<file path="config.mk">
export PLATFORM = sky130hd
export DESIGN_NAME = pc_sequencer
export DESIGN_NICKNAME = d
export VERILOG_FILES = /design/src/rtl/mips_pkg.sv /design/src/rtl/branch_target.sv /design/src/rtl/pc_sequencer.sv
export SDC_FILE = /design/constraint.sdc
export NUM_CORES = 1
export LEC_CHECK = 0
export CORE_UTILIZATION = 39
export CTS_CLUSTER_DIAMETER = 40
export DETAILED_ROUTE_END_ITERATION = 10
export GPL_TIMING_DRIVEN = 0
export HOLD_SLACK_MARGIN = 0.1
export PLACE_DENSITY_LB_ADDON = 0.15
export SLEW_MARGIN = 5
export SYNTH_ARGS = -nofsm -noshare
export SYNTH_HDL_FRONTEND = slang
export SYNTH_SLANG_ARGS = --single-unit
</file>
<file path="constraint.sdc">
create_clock -name clk -period 3.9 [get_ports clk]
set_input_delay 0.78 -clock clk [delete_from_list [all_inputs] [get_ports clk]]
set_output_delay 0.78 -clock clk [all_outputs]
set_load 0.02 [all_outputs]
</file>
<file path="src/rtl/mips_pkg.sv">
// Shared MIPS front-end definitions: control-flow encodings, fetch FSM states
// and the default reset vector.
package mips_pkg;

   localparam logic [1:0] BR_COND = 2'b00;
   localparam logic [1:0] BR_J    = 2'b01;
   localparam logic [1:0] BR_JR   = 2'b10;
   localparam logic [1:0] BR_RSVD = 2'b11;

   typedef logic [1:0] state_t;

   localparam state_t RESET = 2'd0;
   localparam state_t FETCH = 2'd1;
   localparam state_t HOLD  = 2'd2;
   localparam state_t DRAIN = 2'd3;

   localparam logic [31:0] RESET_PC_DEFAULT = 32'h0040_0000;

endpackage

</file>
<file path="src/rtl/branch_target.sv">
// Combinational redirect target for beq/bne, j/jal and jr, plus the jr
// word-alignment check.
module branch_target
   import mips_pkg::*;
(
   input  logic [1:0]  br_type,
   input  logic [25:0] br_imm,
   input  logic [31:0] br_reg,
   input  logic [31:0] br_pc,
   output logic [31:0] target,
   output logic        misalign
);

   logic [31:0] seq_pc_s;
   logic [31:0] offset_s;

   assign seq_pc_s = br_pc + 32'd4;
   // 18-bit byte offset {imm16,2'b00}; bits 31..18 replicate imm[15]
   assign offset_s = {{14{br_imm[15]}}, br_imm[15:0], 2'b00};

   // Select the target for the presented control-flow kind
   always_comb begin
      target = seq_pc_s;
      case (br_type)
         BR_COND: target = seq_pc_s + offset_s;
         BR_J:    target = {seq_pc_s[31:28], br_imm, 2'b00};
         BR_JR:   target = {br_reg[31:2], 2'b00};
         default: target = seq_pc_s;
      endcase
   end

   assign misalign = (br_type == BR_JR) && (br_reg[1:0] != 2'b00);

endmodule

</file>
<file path="src/rtl/pc_sequencer.sv">
// Instruction-fetch sequencer: owns the PC, fetches over req/ack, hands words
// to decode over valid/ready and applies redirects resolved in execute.
module pc_sequencer
   import mips_pkg::*;
#(
   parameter logic [31:0] RESET_PC = RESET_PC_DEFAULT
)
(
   input  logic        clk,
   input  logic        rst,
   output logic        imem_req,
   output logic [31:0] imem_addr,
   input  logic        imem_ack,
   input  logic [31:0] imem_rdata,
   output logic [31:0] instr,
   output logic [31:0] instr_pc,
   output logic        instr_valid,
   input  logic        instr_ready,
   input  logic        br_valid,
   input  logic [1:0]  br_type,
   input  logic        br_taken,
   input  logic [25:0] br_imm,
   input  logic [31:0] br_reg,
   input  logic [31:0] br_pc,
   output logic [31:0] pc,
   output logic        misalign
);

   state_t      state_r;
   state_t      state_nxt_s;
   logic [31:0] pc_r;
   logic [31:0] pc_nxt_s;
   logic [31:0] instr_r;
   logic [31:0] instr_pc_r;
   logic        instr_valid_r;
   logic        imem_req_r;
   logic        misalign_r;
   logic        capture_s;
   logic        redirect_s;
   logic [31:0] target_s;
   logic        misalign_s;

   branch_target u_branch_target (
      .br_type  (br_type),
      .br_imm   (br_imm),
      .br_reg   (br_reg),
      .br_pc    (br_pc),
      .target   (target_s),
      .misalign (misalign_s)
   );

   assign redirect_s = br_valid &&
                       (((br_type == BR_COND) && br_taken) ||
                        (br_type == BR_J) || (br_type == BR_JR));

   // Next state and next PC; a redirect takes priority over ack/ready
   always_comb begin
      state_nxt_s = state_r;
      pc_nxt_s    = pc_r;
      capture_s   = 1'b0;
      case (state_r)
         RESET: begin
            state_nxt_s = FETCH;
         end
         FETCH: begin
            if (redirect_s) begin
               pc_nxt_s    = target_s;
               state_nxt_s = imem_ack ? FETCH : DRAIN;
            end else if (imem_ack) begin
               capture_s   = 1'b1;
               pc_nxt_s    = pc_r + 32'd4;
               state_nxt_s = HOLD;
            end else begin
               state_nxt_s = FETCH;
            end
         end
         HOLD: begin
            if (redirect_s) begin
               pc_nxt_s    = target_s;
               state_nxt_s = FETCH;
            end else if (instr_ready) begin
               state_nxt_s = FETCH;
            end else begin
               state_nxt_s = HOLD;
            end
         end
         DRAIN: begin
            // A late redirect retargets; the abandoned ack still ends the drain
            if (redirect_s) begin
               pc_nxt_s = target_s;
            end else begin
               pc_nxt_s = pc_r;
            end
            if (imem_ack) begin
               state_nxt_s = FETCH;
            end else begin
               state_nxt_s = DRAIN;
            end
         end
         default: begin
            state_nxt_s = RESET;
         end
      endcase
   end

   // State, PC and registered outputs
   always_ff @(posedge clk or posedge rst) begin
      if (rst) begin
         state_r       <= RESET;
         pc_r          <= RESET_PC;
         instr_r       <= 32'd0;
         instr_pc_r    <= 32'd0;
         instr_valid_r <= 1'b0;
         imem_req_r    <= 1'b0;
         misalign_r    <= 1'b0;
      end else begin
         state_r       <= state_nxt_s;
         pc_r          <= pc_nxt_s;
         instr_valid_r <= (state_nxt_s == HOLD);
         imem_req_r    <= (state_nxt_s == FETCH);
         misalign_r    <= br_valid && misalign_s;
         if (capture_s) begin
            instr_r    <= imem_rdata;
            instr_pc_r <= pc_r;
         end else begin
            instr_r    <= instr_r;
            instr_pc_r <= instr_pc_r;
         end
      end
   end

   assign imem_req    = imem_req_r;
   assign imem_addr   = pc_r;
   assign instr       = instr_r;
   assign instr_pc    = instr_pc_r;
   assign instr_valid = instr_valid_r;
   assign pc          = pc_r;
   assign misalign    = misalign_r;

endmodule

</file>
==> summary.md <==
| Metric | Value |
|---|---|
| CP max stage cell | `or3_4` |
| Routed Antenna Nets | `0` |
| Hold Violations, Final | `0` |
| Die area | `0.0205 mm2` |
| RSZ-0062 raised after global routing | `yes` |
| Switching share of power | `41.7%` |
| Max Freq | `0.260 GHz` |
| Crit path max fanout | `7` |
| CP required | `4.11 ns` |
| Power per cell area | `638 mW/mm2` |
| Syn Nets | `1002` |
| Final Critical Period | `3.84 ns` |
| CP Capture Type | `register` |
| Vias/cell | `5.38` |
| Main synth FF type | `dfrtp_1` |
| Initial antenna violation count | `0` |
| Maxcap violations | `0` |
| Die Width | `143 um` |
| # DRC | `0` |
| GRT overflow | `0` |
| Routed Wire Length | `25300 um` |
| Vias in the first global route | `6888` |
| I/O pins | `261` |
| Synth async-reset ratio | `100%` |
| Initial Util | `39.9%` |
| Ratio of cells with drive above 1 in the final layout | `23.1%` |
| Design Power | `0.00743 W` |
| Hold WS | `0.485 ns` |
| Area grow syn2layout | `49.6%` |
| Largest net degree at the start of global routing | `65` |
| Final HPWL DP | `19700 um` |
| Endpoints failing setup | `0` |
| Synth Instances | `832` |
| Critical path type | `in2reg` |
| CTS Hold Bufs | `0` |
| Sequential area share after synthesis | `32.5%` |
| CP Launch Type | `primary input` |
| Netlist cell types | `76` |
| Status | `finished, final reports clean` |
| Final Cycle Share | `98.5%` |
| Pre-antenna DRT Iters | `5` |
| Diodes inserted | `0` |
| CTS Sinks | `101` |
| YS warnings | `0` |
| Worst-path clk slew | `0.07 ns` |
| Least-Margin Pin Slew | `1.07 ns` |
| Pint | `0.00433 W` |
| Most frequent cells in the layout | `clkdlybuf4s50_1 (237), dfrtp_1 (100), buf_4 (70), mux2_2 (66), nand2_1 (64)` |
| Gpl congestion | `0.893` |
| Core area | `0.0195 mm2` |
| Die extent in y | `143 um` |
| Fin area | `0.0116 mm2` |
| Avg Cell Area, Syn | `9.36 um2` |
| Root Driver | `clkbuf_16` |
| CTS tree | `built` |
| Total GRT Usage | `24.3%` |
| Routed WL per cell | `18.0 um` |
| H-tree lvl count | `3` |
| Crit path cell chain | `buf_8, and4_4, nand4_4, or3_4, nand2b_4, xnor2_4, ha_4, a21o_1, a21o_1, a221o_1, nor2_2, nor2_2, a311oi_4, mux2i_1, o221ai_1` |
| Max stage delay on crit path | `0.53 ns` |
| Post-DP Area | `0.0107 mm2` |
| Post-synth EDFFs | `0` |
| WP data arrival | `4.06 ns` |
| Clk buf depth | `2` |
| Initial DRC count | `395` |
| Static leakage | `4.87 nW` |
| First-pass GRT wire length | `38000 um` |
| Row count | `51` |
| Clock Skew | `0.00991 ns` |
| Mapped Area | `0.00778 mm2` |
| CTS Buf Count | `9` |
| Slew headroom | `28.3%` |
| Final Util | `59.6%` |
| Slew Viols, Final | `0` |
| VDD IR max | `0.249 mV` |
| Clock Power Share | `12.5%` |
| Setup_tns | `0 ns` |
| Fin nets | `1307` |
| Vias | `7563` |
| Worst Hold Class | `reg2reg` |
| Clock Latency Late Sink | `0.34 ns` |
| Logic pwr share | `59.6%` |
| Synth Register Bits | `101` |
| Psw | `0.00310 W` |
| Port Buffers | `258` |
| Most common cell after layout, fill and taps aside | `clkdlybuf4s50_1` |
| Seq pwr share | `27.9%` |
==> Yosys cell counts (3+ instances only) <==
| cell | number | share of area (%) |
|---|---|---|
| and4_1 | 8 | 0.90 |
| a211oi_1 | 5 | 0.48 |
| mux2i_1 | 11 | 1.4 |
| nor2_1 | 55 | 2.7 |
| xnor2_1 | 25 | 2.8 |
| buf_2 | 8 | 0.51 |
| inv_1 | 25 | 1.2 |
| a21o_1 | 16 | 1.5 |
| o211ai_1 | 6 | 0.58 |
| and2_1 | 5 | 0.40 |
| xor2_1 | 21 | 2.4 |
| o211a_1 | 3 | 0.39 |
| a31oi_1 | 13 | 1.0 |
| o21ai_1 | 6 | 0.39 |
| nand4_1 | 20 | 1.6 |
| a221oi_1 | 3 | 0.34 |
| a21oi_1 | 62 | 4.0 |
| nand2b_1 | 8 | 0.64 |
| buf_1 | 5 | 0.24 |
| clkbuf_1 | 23 | 1.1 |
| and3_1 | 10 | 0.80 |
| o21a_1 | 7 | 0.68 |
| a221o_1 | 3 | 0.39 |
| nand2_1 | 65 | 3.1 |
| or3_1 | 4 | 0.32 |
| nor3_1 | 10 | 0.64 |
| dfrtp_1 | 100 | 32 |
| o221a_2 | 3 | 0.43 |
| buf_4 | 32 | 3.1 |
| nand3_1 | 36 | 2.3 |
| a22oi_1 | 4 | 0.39 |
| o21ai_0 | 43 | 2.8 |
| o22ai_1 | 4 | 0.32 |
| nor2b_1 | 10 | 0.80 |
| ha_1 | 39 | 6.3 |
| mux2_2 | 66 | 9.5 |
| nor2_2 | 3 | 0.24 |
| mux4_2 | 15 | 4.3 |
==> through the flow <==
| step | worst slack [ns] | cells |
|---|---|---|
| after floorplan | -0.0168 | 832 |
| after global placement | -1.21 | 1355 |
| after detailed placement | -1.08 | 1356 |
| after CTS | 0.000947 | 1397 |
| after global routing | -0.0855 | 1407 |
| final | 0.0598 | 1407 |
==> kinds of logic after synthesis <==
| family | synth area share, % |
|---|---|
| simple gates | 17.2 |
| compound gates | 16.2 |
| flops | 32.5 |
| buf+inv | 6.61 |
| mux | 15.6 |
| xor+xnor | 5.39 |
| fa+ha+maj | 6.53 |
==> cell type report <==
cell class | count | area (um2)
clock inverters | 6 | 68.8
well taps | 265 | 332
repair buffers | 298 | 2880
flip-flops and latches | 101 | 2530
inverters | 25 | 96.3
fillers | 1757 | 7880
plain buffers | 68 | 398
multi-input cells | 634 | 5100
clock buffers | 10 | 239
==> path summary, 6_finish.rpt <==
check,start,to,slack [ns],cells after the start
min reg2reg,instr_pc[20],instr_pc[20],0.48,2
min in group asynchronous,rst,instr[27],0.83,2
max in group asynchronous,rst,imem_addr[22],2.34,3
min,instr_pc[20],instr_pc[20],0.48,2
max reg2reg,imem_addr[2],imem_addr[28],0.84,9
max,br_pc[5],imem_addr[31],0.06,15
==> critical path, delay by kind of cell <==
kind	cells	cell delay [ns]
simple gates	6	1.34
compound gates	5	1.16
mux	1	0.29
fa+ha+maj	1	0.24
xor+xnor	1	0.17
buf+inv	1	0.07
==> power groups by stage <==
stage / Combinational [W] / Sequential [W] / Clock (W)
3_5_place_dp: 0.00436 / 0.00210 / 0
5_1_grt: 0.00472 / 0.00216 / 0.000989
2_1_floorplan: 0.00185 / 0.00258 / 0
4_1_cts: 0.00441 / 0.00208 / 0.000952
6_report: 0.00442 / 0.00207 / 0.000929
3_3_place_gp: 0.00431 / 0.00208 / 0
==> per-layer routing <==
| metal | share of wire [%] | track usage [%] | up-vias |
|---|---|---|---|
| met4 | 1.7 | 6.77 | 0 |
| met5 | 0 | 0 | - |
| met1 | 43 | 32.0 | 3579 |
| met2 | 48 | 41.7 | 318 |
| met3 | 6.9 | 3.22 | 28 |
| li1 | - | - | 3638 |
==> state kept, by name (all words and copies together), names as in the netlist <==
register     flops
imem_addr       32
instr           32
instr_pc        32
state_r          2
imem_req         1
instr_valid      1
misalign         1
==> what timing repair did <==
| item | 4_1_cts | 5_1_grt |
|---|---|---|
| setup endpoints to repair | 18 | 11 |
| setup buffers | 28 | 11 |
| resized for setup | 69 | 55 |
| pin swaps | 36 | 25 |
Power figures use the tool's default switching activity.
